===== src/rtl/pipe_stage_reg.sv =====
// Elastic pipeline-stage register: valid/ready handshake, synchronous flush with
// bubble insertion, optional skid entry for a registered in_ready, saturating stall counter.
module pipe_stage_reg #(
    parameter int unsigned      WIDTH  = 160,
    parameter int unsigned      SKID   = 1,
    parameter logic [WIDTH-1:0] BUBBLE = '0,
    parameter int unsigned      CNT_W  = 16
) (
    input  logic             clk,
    input  logic             rst,
    input  logic             flush,
    input  logic             in_valid,
    output logic             in_ready,
    input  logic [WIDTH-1:0] in_data,
    output logic             out_valid,
    input  logic             out_ready,
    output logic [WIDTH-1:0] out_data,
    output logic             out_is_nop,
    output logic [CNT_W-1:0] stall_cnt
);

    logic             acc;
    logic             pop;
    logic             valid_q;
    logic [WIDTH-1:0] main_q;

    assign acc        = in_valid & in_ready;
    assign pop        = valid_q & out_ready;
    assign out_valid  = valid_q;
    assign out_is_nop = ~valid_q;
    // The bubble mux hides whatever stale payload the unreset data register holds.
    assign out_data   = valid_q ? main_q : BUBBLE;

    if (SKID == 0) begin : g_single

        assign in_ready = ~rst & (~valid_q | out_ready);

        // NOTE: sequential state uses non-blocking assignments so every flop samples pre-edge values.
        always_ff @(posedge clk) begin
            if (rst) begin
                valid_q <= 1'b0;
            end else if (flush) begin
                valid_q <= 1'b0;
            end else if (acc) begin
                valid_q <= 1'b1;
            end else if (pop) begin
                valid_q <= 1'b0;
            end
        end

        // NOTE: payload registers are not reset; validity alone decides whether they are observed.
        always_ff @(posedge clk) begin
            if (acc) begin
                main_q <= in_data;
            end
        end

    end else begin : g_skid

        typedef enum logic [1:0] {
            EMPTY = 2'd0,
            ONE   = 2'd1,
            FULL  = 2'd2
        } state_t;

        state_t           state_q;
        state_t           state_d;
        logic [WIDTH-1:0] skid_q;
        logic             load_main_in;
        logic             load_main_skid;
        logic             load_skid;

        // in_ready decodes the registered state only, so out_ready never reaches it.
        assign in_ready = ~rst & (state_q != FULL);
        assign valid_q  = (state_q != EMPTY);

        always_ff @(posedge clk) begin
            if (rst) begin
                state_q <= EMPTY;
            end else begin
                state_q <= state_d;
            end
        end

        always_comb begin
            state_d        = state_q;
            load_main_in   = 1'b0;
            load_main_skid = 1'b0;
            load_skid      = 1'b0;
            case (state_q)
                EMPTY: begin
                    if (acc) begin
                        state_d      = ONE;
                        load_main_in = 1'b1;
                    end
                end
                ONE: begin
                    if (acc && pop) begin
                        load_main_in = 1'b1;
                    end else if (acc) begin
                        state_d   = FULL;
                        load_skid = 1'b1;
                    end else if (pop) begin
                        state_d = EMPTY;
                    end
                end
                FULL: begin
                    if (pop) begin
                        state_d        = ONE;
                        load_main_skid = 1'b1;
                    end
                end
                default: state_d = EMPTY;
            endcase
            // Flush overrides the handshake; any loads it leaves behind stay invisible.
            if (flush) begin
                state_d = EMPTY;
            end
        end

        always_ff @(posedge clk) begin
            if (load_main_in) begin
                main_q <= in_data;
            end else if (load_main_skid) begin
                main_q <= skid_q;
            end
            if (load_skid) begin
                skid_q <= in_data;
            end
        end

    end

    always_ff @(posedge clk) begin
        if (rst) begin
            stall_cnt <= '0;
        end else if (valid_q && !out_ready && (stall_cnt != {CNT_W{1'b1}})) begin
            stall_cnt <= stall_cnt + 1'b1;
        end
    end

endmodule


===== config.mk =====
export PLATFORM = sky130hd
export DESIGN_NAME = pipe_stage_reg
export DESIGN_NICKNAME = d
export VERILOG_FILES = /design/src/rtl/pipe_stage_reg.sv
export SDC_FILE = /design/constraint.sdc
export NUM_CORES = 1
export LEC_CHECK = 0
export ABC_AREA = 1
export ABC_CLOCK_PERIOD_IN_PS = 28400
export CAP_MARGIN = 15
export CORE_ASPECT_RATIO = 0.5
export CORE_UTILIZATION = 40
export DETAILED_ROUTE_END_ITERATION = 10
export GPL_TIMING_DRIVEN = 0
export PLACE_DENSITY = 0.71
export REMOVE_ABC_BUFFERS = 1
export SLEW_MARGIN = 20
export SYNTH_ARGS = -nofsm -noshare
export SYNTH_HDL_FRONTEND = slang
export SYNTH_SLANG_ARGS = --single-unit

===== constraint.sdc =====
create_clock -name clk -period 28.4 [get_ports clk]
set_clock_uncertainty 0.15 [all_clocks]
set_input_delay 2.84 -clock clk [delete_from_list [all_inputs] [get_ports clk]]
set_output_delay 2.84 -clock clk [all_outputs]
set_load 0.01 [all_outputs]

# --- After elaboration in Yosys (flattened, before gate mapping) ---
# Index checks and enable logic that the tools add are counted.
# Widths: inputs -> output; s select.
classes:
  addsub: 1
  n_bitwise: 5
  reduce_logical: 9
  n_eq_ne: 8
  n_mux: 16
ops:
  columns: ["op", "count"]
  rows:
  - ["$mux 160", 3]
  - ["$add 16x1->16 const B", 1]
  - ["$ne 16x16->1 const B", 1]
  - ["$mux 2", 5]
  - ["$ne 2x2->1 const B", 4]
  - ["$mux 1", 6]
  - ["$pmux 2 s3", 1]
  - ["$reduce_and 4->1", 1]
  - ["$reduce_bool 2->1", 2]
  - ["$and 1x1->1", 3]
  - ["$logic_and 1x1->1", 3]
  - ["$ne 3x3->1 const B", 1]
  - ["$eq 2x1->1 const B", 1]
  - ["$eq 2x2->1 const B", 1]
  - ["$logic_not 2->1", 1]
  - ["$not 1->1", 2]
  - ["$pmux 1 s2", 1]
  - ["$reduce_or 2->1", 1]
  - ["$logic_not 1->1", 1]
word_totals:
  register_bits: 338
  input_bits: 165
  output_inout_bits: 179

# --- Longest topological paths before layout ---
# Gate-level depths: netlist (run 1).
logic_depth:
  word_depth: 7
  mapped_depth: 9
  ltp_nobuf: 9

# --- Worst setup path after synthesis (run 1) ---
# No wires, ideal clock.
synth_path:
  kind: "in2reg"
  start: "input rst"
  end: "register g_skid.skid_q[0], enable pin"
  t_required_ps: 27173
  stages: 3
  t_arrival_ps: 18348
  path_slack_ps: 8826
  path_buffers: 0
  cell_sequence: "inv_1 nand3_1 nor4_1"
synth_between:
  elab_chain_cells: 6
synth_lines:
  columns: ["element", "line", "rtl"]
  rows:
  - ["from (decl)", "10", "input logic rst,"]
  - ["$not 1->1 (*)", "74", "assign in_ready = ~rst & (state_q != FULL);"]
  - ["$and 1x1->1 (*)", "74", null]
  - ["$and 1x1->1 (*)", "27", "assign acc = in_valid & in_ready;"]
  - ["$mux 1 or $logic_and 1x1->1 (tied branches)", "100, 98", null]
  - ["$mux 1 (*)", "98", "if (acc && pop) begin"]
  - ["$mux 1 (*)", "90", "case (state_q)"]
  - ["via g_skid.load_skid", "71", "logic load_skid;"]
  - ["to (signal assigned)", "128", "skid_q <= in_data;"]
  - ["to (decl)", "68", "logic [WIDTH-1:0] skid_q;"]
# The timed path passes the listed nets; every way through them passes the cells marked *.
# A chain may end at the register's enable or synchronous reset.

# --- Final worst setup path (run 1) ---
layout_path:
  start: "input rst"
  end: "output in_ready"
layout_between:
  elab_chain_cells: 2
layout_lines:
  columns: ["element", "line", "rtl"]
  rows:
  - ["$not 1->1", "74", null]
  - ["$and 1x1->1", "74", null]
  - ["to (decl)", "13", "output logic in_ready,"]
# Every way passes these cells.

==> results.md, run 1 <==
* Distinct cell type count after synthesis at 21
* Area occupied by multi-input gates at 0.003045 mm²
* GR Overflow Total at 0
* Mean area per synthesized cell at 10.34 µm²
* Drt pass-1 iters at 5
* Setup Buffers After CTS at 0
* CP required at 25.41 ns
* Drt wl/cell at 16.13 µm
* Yosys warning count at 0
* Max_cap viols at 0
* Total global routing track utilization at 20.04%
* Cell with the most instances after synthesis: nand2_1
* Post-layout min period at 7.437 ns
* Worst-path clk slew at 0.07 ns
* CP max stage delay at 0.67 ns
* Area growth, synth to finish at 39.72%
* RSZ-0062 raised after global routing: false
* Initial antenna violation count at 6
* Worst EP arrival at 4.45 ns
* Fillers at 2902
* Latest clock arrival within the worst-skew pair at 0.57 ns
* Total CTS buffers at 31
* TritonCTS clock tree: yes
* Layout Nets at 1887
* Post-CTS sizing at 0
* Area leader, netlist: edfxtp_1
* Ranking of synthesized cells by area: edfxtp_1 69%, nand2_1 14%, nor2_1 5.1%, inv_1 4.7%, dfxtp_1 2.6%
* Fin Setup TNS at 0 ns
* Initial core utilization at 41.33%
* Crit path max fanout at 13
* Detailed-placement wirelength estimate at 25.48 mm
* CTS max path bufs at 3
* CP delay by family, top: buffers and inverters
* Register area share after synthesis at 71.83%
* Root Buffer: clkbuf_16
* # hold bufs at CTS at 0
* Die Span X at 265.4 µm
* HP Class: reg2reg
* Crit-path cells: clkdlybuf4s50_1 > a21oi_1 > clkdlybuf4s50_1
* Synth Register Bits at 338
* Vias in the first global route at 9664
* F_max at 0.1345 GHz
* Most frequent CP cell: clkdlybuf4s50_1
* Total number of vias at 9968
* Die Ht at 133.7 µm
* Post-Syn Instances at 1342
* LEAKAGE at 8.069 nW
* Core ar. at 0.03358 mm²
* Post-route ant nets at 0
* Period Utilization, post-route at 26.19%
* PortBufs at 343
* Share of power burned in the clock network at 37.5%
* Async set or reset register ratio after synthesis at 0%
* Initial drt markers at 640
* Final setup violation count at 0
* Max VDD drop at 0.00004292 V
* CP startpoint: rst
* Layout cells sized above 1 at 6.014%
* Most frequent cells after synthesis: 536 x nand2_1, 320 x edfxtp_1, 190 x nor2_1, 175 x inv_1, 39 x clkbuf_1
* R2r setup slk at 23.68 ns
* Row cnt at 47
* Die Area at 0.03549 mm²
* Final hold violation count at 0
* Combinational share of power at 8.6%
* CTS Sinks at 338
* RD Place Congestion at 0.8363
* EDFF count, synth at 320
* Worst-Margin Slew at 1.076 ns
* HP Start: g_skid.skid_q[147]$_DFFE_PP_
* CP endpoint kind: output pin
* R2r startpoint: g_skid.state_q[0]$_SDFFE_PP0P_
* Pins over their slew limit at 0
* Slew margin rel. at 28.03%
* Routed vias/inst at 4.494
* # DRC at 0
* Seq pwr share at 53.9%
* FF/Latch Area at 0.009970 mm²
* CP Buf/Inv Count at 2
* Largest net degree at the start of global routing at 115
* Global-route wire length before repair at 54.82 mm
* Net Switching at 232.8 µW
* Pre-CTS WS at 20.38 ns
* Io pins at 344
* Status: finished, final reports clean
* Synth top area share at 69.23%
* Crit path kind: in2out
* Fin worst setup slack at 20.96 ns
* Mapped Area at 0.01388 mm²
* Switching Fraction at 22.32%
* H-Tree Depth at 1
* Slowest cell on crit path: clkdlybuf4s50_1
* Int Power at 810.3 µW
* Final WL at 35.79 mm
* Commonest register cell after synthesis: edfxtp_1
* Worst Setup Start Kind: input pin
* P per Cell Area at 53.79 mW/mm²
==> stage by stage <==
| stage | power, mW | cell area (µm²) | cells | util (%) | hold WS (ns) |
|---|---|---|---|---|---|
| 4_1_cts | 1.055 | 19370 | 2211 | 57.70 | 0.3602 |
| 3_5_place_dp | 0.6633 | 18460 | 2153 | 54.97 | 0.3457 |
| 2_1_floorplan | 0.6119 | 13650 | 1287 | - | 0.3017 |
| 5_1_grt | 1.081 | 19390 | 2218 | 57.75 | 0.3704 |
| 6_report | 1.043 | 19390 | 2218 | 57.75 | 0.3509 |
| 3_3_place_gp | 0.6673 | 17670 | 2095 | 52.61 | 0.3139 |
==> layer usage <==
layer / track usage (%) / part of all wire [%] / vias to the layer above
li1: - / - / 5016
met5: 0 / 0 / -
met1: 23.79 / 40 / 4680
met2: 36.42 / 53 / 198
met4: 8.189 / 3.8 / 0
met3: 3.142 / 3.4 / 74
==> worst min-delay path, delay by kind of cell (launching register included) <==
family | cells | cell delay, ns
and+or+nand+nor | 2 | 0.09
DFF | 1 | 0.32
==> sequential cells by signal, summed over array words and instances (netlist names) <==
name / flops
g_skid.skid_q: 160
main_q: 160
stall_cnt: 16
g_skid.state_q: 2
==> cell usage in the layout, fill, tap and decap left out <==
cell type / n
clkinv_2: 5
o21ai_0: 1
clkbuf_16: 31
clkbuf_8: 2
clkdlybuf4s50_1: 343
o21ai_4: 1
nor2_2: 1
clkbuf_1: 8
inv_4: 1
o21ai_1: 1
nor4_2: 1
nand3_1: 11
nand3b_1: 1
buf_8: 6
buf_6: 4
clkinv_4: 1
buf_2: 23
edfxtp_1: 320
nand4_1: 6
buf_12: 5
buf_16: 13
a21oi_1: 14
xnor2_1: 4
nor2_4: 1
nor2_1: 189
inv_6: 1
clkinv_1: 9
ha_1: 1
inv_8: 1
xor2_1: 3
buf_4: 7
inv_1: 175
o21a_1: 1
diode_2: 7
nand2_1: 536
dfxtp_1: 18
nor3_4: 1
==> power groups by stage <==
stage | combinational (mW) | sequential, mW | clock (mW)
after floorplan | 0.0332 | 0.579 | 0
after global placement | 0.0842 | 0.583 | 0
after detailed placement | 0.0902 | 0.573 | 0
after CTS | 0.0905 | 0.562 | 0.403
after global routing | 0.0982 | 0.563 | 0.420
final | 0.0893 | 0.562 | 0.392
==> layout make-up <==
cell class / instances / share of cell area [%]
sequential: 338 / 51.41
timing repair buffer: 401 / 21.63
multi-input combinational: 773 / 15.70
clock buffer: 41 / 4.297
inverter: 176 / 3.445
tap: 465 / 3.000
clock inverter: 17 / 0.4258
antenna: 7 / 0.09033
==> kinds of logic after synthesis <==
group	share of synthesized area (%)
buffers and inverters	6.409
adders and majority gates	0.09013
xor gates and xnor gates	0.4417
DFF	71.83
and+or+nand+nor	20.56
AOI/OAI and AO/OA	0.6671
==> path summary, 6_finish.rpt <==
kind,endpoint,cells past startpoint
setup / recovery,in_ready,3
hold / removal,main_q[147]$_DFFE_PP_,2
setup reg to reg,main_q[71]$_DFFE_PP_,18
hold reg to reg,main_q[147]$_DFFE_PP_,2
No activity file was read; power rests on OpenSTA's default activity.
==> run 2, diff against run 1 <==
ABC_CLOCK_PERIOD_IN_PS = 6500   (was 28400)
PLACE_DENSITY = 0.74   (was 0.71)
clock period = 6.5 ns   (was 28.4 ns; I/O delays follow)
==> run 2 against run 1 <==
  * Sequential power rose to 4.4 times the previous value
  * Global-route usage barely moved
  * Non-clock buffer count fell by 1
  * Worst setup slack got worse by 19 ns
  * Combinational power rose to 4.3 times the previous value
  * Worst hold slack improved by 0.0075 ns
  * Core utilization barely moved
  * Total power rose to 4.4 times the previous value
  * Flip-flop and latch count did not move
==> results.md, run 2 (same netlist as run 1, synthesis figures left out) <==
* Die Ht at 133.7 µm (unchanged)
* Top Registers: g_skid.skid_q (160), main_q (160), stall_cnt (16)
* Period Utilization, post-route at 68.53%
* Layout cells sized above 1 at 6.135% (+0.12 points)
* Fin worst setup slack at 2.045 ns (-18.92 ns)
* Post-layout min period at 4.455 ns
* Die Span X at 265.4 µm (unchanged)
* CP max stage delay at 0.68 ns (about the same)
* Latest clock arrival within the worst-skew pair at 0.56 ns (about the same)
* Most frequent CP cell: buf_16
* Core ar. at 0.03358 mm² (unchanged)
* Initial antenna violation count at 4 (-2)
* Total number of vias at 9967 (-0.010%)
* Vias in the first global route at 9735 (+0.73%)
* Final WL at 35.90 mm (+0.31%)
* RD Place Congestion at 0.8344 (-0.23%)
* RSZ-0062 raised after global routing: false
* Crit path kind: in2reg
* GR Overflow Total at 0 (unchanged)
* Worst EP arrival at 4.57 ns (+0.12 ns)
* Root Buffer: clkbuf_16
* Final instance area at 0.01939 mm² (about the same)
* Max VDD drop at 0.0001879 V (+340%)
* Area growth, synth to finish at 39.68% (about the same)
* Row cnt at 47 (unchanged)
* CP required at 6.61 ns (-18.80 ns)
* Layout Nets at 1886 (-0.053%)
* Initial drt markers at 591 (-7.7%)
* HP Class: reg2reg
* Drt wl/cell at 16.22 µm (+0.53%)
* Slowest cell on crit path: clkdlybuf4s50_1
* P per Cell Area at 237.4 mW/mm² (+340%)
* Worst-Margin Slew at 1.091 ns (+0.01568 ns)
* Max_cap viols at 0 (unchanged)
* Final hold violation count at 0 (unchanged)
* Total CTS buffers at 31 (unchanged)
* Crit path max fanout at 89 (+76)
* Initial core utilization at 41.33% (unchanged)
* Setup Buffers After CTS at 0 (unchanged)
* Crit-path cells: clkdlybuf4s50_1 > inv_1 > nand3_1 > nor3_4 > buf_8 > buf_8 > buf_8 > inv_8 > buf_16 > o21ai_4 > buf_16 > buf_16 > buf_16 > buf_16 > buf_16
* Most common cell after layout, fill and taps aside: nand2_1
* Post-route ant nets at 0 (unchanged)
* Pins over their slew limit at 0 (unchanged)
* Global-route wire length before repair at 55.01 mm (+0.35%)
* Pre-CTS WS at 1.452 ns (-18.93 ns)
* Slew margin rel. at 26.98% (-1.0 points)
* Drt pass-1 iters at 5 (unchanged)
* Worst-path clk slew at 0.07 ns (about the same)
* Final setup violation count at 0 (unchanged)
* Worst Setup Start Kind: input pin
* H-Tree Depth at 1 (unchanged)
* Total global routing track utilization at 20.05% (about the same)
* Detailed-placement wirelength estimate at 25.65 mm (+0.66%)
* # hold bufs at CTS at 0 (unchanged)
* LEAKAGE at 8.052 nW (-0.21%)
* CTS Sinks at 338 (unchanged)
* Die Area at 0.03549 mm² (unchanged)
* Routed vias/inst at 4.504 (+0.22%)
* PortBufs at 343 (unchanged)
* Most frequent cells in the layout: 536 x nand2_1, 343 x clkdlybuf4s50_1, 320 x edfxtp_1, 189 x nor2_1, 175 x inv_1
* TritonCTS clock tree: yes
* # DRC at 0 (unchanged)
* Status: finished, final reports clean
* F_max at 0.2245 GHz
* Post-CTS sizing at 0 (unchanged)
* Placed Area at 0.01842 mm² (-0.19%)
* CTS max path bufs at 3 (unchanged)
* Largest net degree at the start of global routing at 90 (-22%)
* Io pins at 344 (unchanged)
* CP endpoint kind: flip-flop
run 2: cell count changes in the layout (fill, tap and decap cells not counted), moves of 2 or more:
cell	before	now
buf_16	13	11
clkbuf_1	8	10
bufinv_16	0	2
buf_6	4	2
buf_12	5	3
clkinvlp_4	0	4
buf_2	23	20
clkinv_1	9	3
buf_8	6	11
clkbuf_8	2	0
diode_2	7	4
buf_4	7	10
run 2: path summary, 6_finish.rpt:
path	from	end	slack [ns]	cells past startpoint
setup reg to reg	g_skid.state_q[1]$_SDFFE_PP0P_	main_q[26]$_DFFE_PP_	2.31	14
hold reg to reg	g_skid.skid_q[10]$_DFFE_PP_	main_q[10]$_DFFE_PP_	0.36	2
setup / recovery	rst	main_q[26]$_DFFE_PP_	2.05	15
hold / removal	g_skid.skid_q[10]$_DFFE_PP_	main_q[10]$_DFFE_PP_	0.36	2
run 2: worst max-delay path: cells and delay by family:
family          cells  cell delay (ns)
buf+inv            12             2.99
simple gates        2             0.56
compound gates      1             0.21
run 2: per-stage QoR:
step / total power, mW / TNS, ns / hold WS [ns] / utilization [%] / std cells
floorplan: 2.674 / -4523.64 / 0.3017 / - / 1287
global placement: 2.915 / - / 0.3184 / 52.61 / 2095
detailed placement: 2.894 / 0 / 0.3481 / 54.87 / 2152
CTS: 4.659 / 0 / 0.3588 / 57.71 / 2209
global route: 4.771 / 0 / 0.3773 / 57.74 / 2213
finish: 4.602 / 0 / 0.3584 / 57.74 / 2213
run 2: final cells by class:
class,count,area (µm²)
clock buffers,41,813.3
repair buffers,400,4159
multi-input cells,773,3045
inverters,176,668.1
flip-flops and latches,338,9970
fillers,2815,14190
clock inverters,16,140.1
diodes,4,10.01
well taps,465,581.8
run 2: metal layers:
metal  wire (µm)  track usage, %  vias up
li1            -               -     5012
met1       14300           24.03     4671
met2       19030           36.53      201
met3         979           2.421       83
met4        1583           8.542        0
met5           0               0        -
run 2: power breakdown:
part | internal [mW] | switching (mW) | total [mW]
registers | 2.44 | 0.0135 | 2.46
logic | 0.195 | 0.193 | 0.388
clock network | 0.960 | 0.798 | 1.76
==> edit: new RTL, settings of run 1 <==
Register the output `stall_cnt` once more, with the module's reset; this adds one clock of latency there. The other outputs are not delayed to match.
--- a/src/rtl/pipe_stage_reg.sv
+++ b/src/rtl/pipe_stage_reg.sv
@@ -18,6 +18,8 @@
     output logic             out_is_nop,
     output logic [CNT_W-1:0] stall_cnt
 );
+
+    logic [CNT_W-1:0] stall_cnt_s0;
 
     logic             acc;
     logic             pop;
@@ -133,9 +135,17 @@
 
     always_ff @(posedge clk) begin
         if (rst) begin
+            stall_cnt_s0 <= '0;
+        end else if (valid_q && !out_ready && (stall_cnt_s0 != {CNT_W{1'b1}})) begin
+            stall_cnt_s0 <= stall_cnt_s0 + 1'b1;
+        end
+    end
+
+    always_ff @(posedge clk) begin
+        if (rst) begin
             stall_cnt <= '0;
-        end else if (valid_q && !out_ready && (stall_cnt != {CNT_W{1'b1}})) begin
-            stall_cnt <= stall_cnt + 1'b1;
+        end else begin
+            stall_cnt <= stall_cnt_s0;
         end
     end
 
Function: changed (a bounded check fails within 4 cycles, from zero or initial values and one cycle with rst high).
==> edit against run 1 <==
Cell area is 2.5% higher. Wire length is 0.92% higher. Global-route usage is 0.77 points lower. Combinational power is 2.4% lower. First-iteration DRC count is 22% lower. Total power is 7.0% higher. Area after synthesis is 3.2% higher. Setup slack worse by 0.34 ns. Sequential cell count is 16 higher. Via count is 2.0% higher. Synthesized cell count is 3.4% higher. Largest power group unchanged. Count of clock-buffer cells in the layout stayed put. Critical path type unchanged. Maximum frequency is 4.4% lower.
==> edit: results (changes against run 1) <==
* XOR/XNOR share of the synthesized area at 0.428% (-0.014 points)
* Synthesized-area fraction occupied by ao, oa, aoi and oai cells at 0.646% (-0.021 points)
* Antenna violations before repair at 5 (-1)
* Vias in the first global route at 9773 (+1.1%)
* Number of distinct library cells after synthesis at 22 (+4.8%)
* Net switching power at 245 uW (+5.3%)
* Overall power after layout at 1120 uW (+7.0%)
* Max Fanout on Critical Path at 28 (+15)
* Flop2flop setup slack at 23.98 ns (+0.30 ns)
* DR iter-0 viols at 499 (-22%)
* Adder and majority cell fraction of the synthesized area at 0.0873% (-0.0028 points)
* Worst Setup Slack post-DPL at 20.40 ns (+0.0225 ns)
* Total placed instance area at 18800 sq um (+1.8%)
* Layout filler cell count at 2980 (+2.7%)
* Worst flop-to-flop path endpoint: main_q[152]$_DFFE_PP_
* Most used standard cells in the synthesized netlist: nand2_1 (532), edfxtp_1 (320), nor2_1 (207), inv_1 (183), dfxtp_1 (34)
* Arrival time of the worst setup path at 4.79 ns (+0.34 ns)
* Share of synthesized area occupied by flip-flops and latches at 71.8% (about the same)
* Number of clock buffers inserted by TritonCTS at 35 (+13%)
* Routed via count at 10171 (+2.0%)
* Number of instances in the placed design at 2200 (+2.2%)
* Hold Startpoint: stall_cnt_s0[15]$_SDFFE_PP0P_
* Class of the most critical hold timing path: register to register
* Maximum VDD drop at 35.1 uV (-18%)
* Clock latency on the worst-skew pair at 0.52 ns (-0.05 ns)
* Launch instance of the worst register-to-register path: g_skid.state_q[1]$_SDFFE_PP0P_
* Combinational power at 87.2 uW (-2.4%)
* Mapped Avg Cell Area at 10.3 sq um (-0.10%)
* Layout net count at 1928 (+2.2%)
* H-tree levels at 2 (+1)
* Worst-case reg-to-reg path depth at 15 (-3)
* Min Hold Slack at 0.315 ns (-0.0355 ns)
* Biggest area contributors in the synthesized netlist: edfxtp_1 (67%), nand2_1 (14%), nor2_1 (5.4%), inv_1 (4.8%), dfxtp_1 (4.7%)
* Outcome: completed
* Hold Path Sink: stall_cnt[15]$_SDFF_PP0_
* Maximum single-stage delay on the critical path at 0.95 ns (+0.28 ns)
* Total leakage power at 0.00826 uW (+2.3%)
* Area taken by flip-flops and latches at 10300 sq um (+3.2%)
* Maximum number of pins on one net before global-route repair at 99 (-14%)
* Final cell count without fillers at 2266 (+2.2%)
* Global-route wire length before repair at 54500 microns (-0.58%)
* First-pass detailed-route iteration total at 4 (-1)
* Slew at the pin with the worst max-slew slack at 1.05 ns (-0.0272 ns)
* Registers with the most flip-flops: g_skid.skid_q (160), main_q (160)
* Post-DP HPWL at 25600 microns (+0.46%)
* Worst setup margin at 20.62 ns (-0.341 ns)
* Power attributed to the clock group at 445 uW (+14%)
* Placer congestion estimate at 0.807 (-3.5%)
* Total Wirelength at 36100 microns (+0.92%)
* Total length of routed met2 wires at 19500 microns (+2.1%)
* Die W at 270 microns (+1.6%)
-- edit: cell count changes after synthesis --
cell      before  now
nand3_2        0    1
dfxtp_1       18   34
nor2_1       190  207
clkbuf_1      39   32
xnor2_1        4    1
inv_2          1    3
xor2_1         3    6
buf_2         15   26
nand2_1      536  532
inv_1        175  183
nand3b_1       1    2
nand3_1       11   13
nand4_1        6    4
-- edit: layer usage --
metal / global-route usage, % / vias to the layer above
met4: 8.62 / 0
met5: 0 / -
met2: 35.4 / 171
met3: 3.59 / 78
met1: 22.1 / 4787
li1: - / 5135
-- edit: critical path, delay by kind of cell --
kind / cells / cell delay [ns]
AO/OA/AOI/OAI: 1 / 0.37
buffers and inverters: 2 / 1.56
-- edit: layout make-up --
class	instances	area share [%]
Antenna cell	5	0.0630
Clock buffer	41	4.52
Clock inverter	20	0.825
Inverter	186	3.55
Multi-Input combinational cell	788	15.6
Sequential cell	354	51.8
Tap cell	475	2.99
Timing Repair Buffer	397	20.6
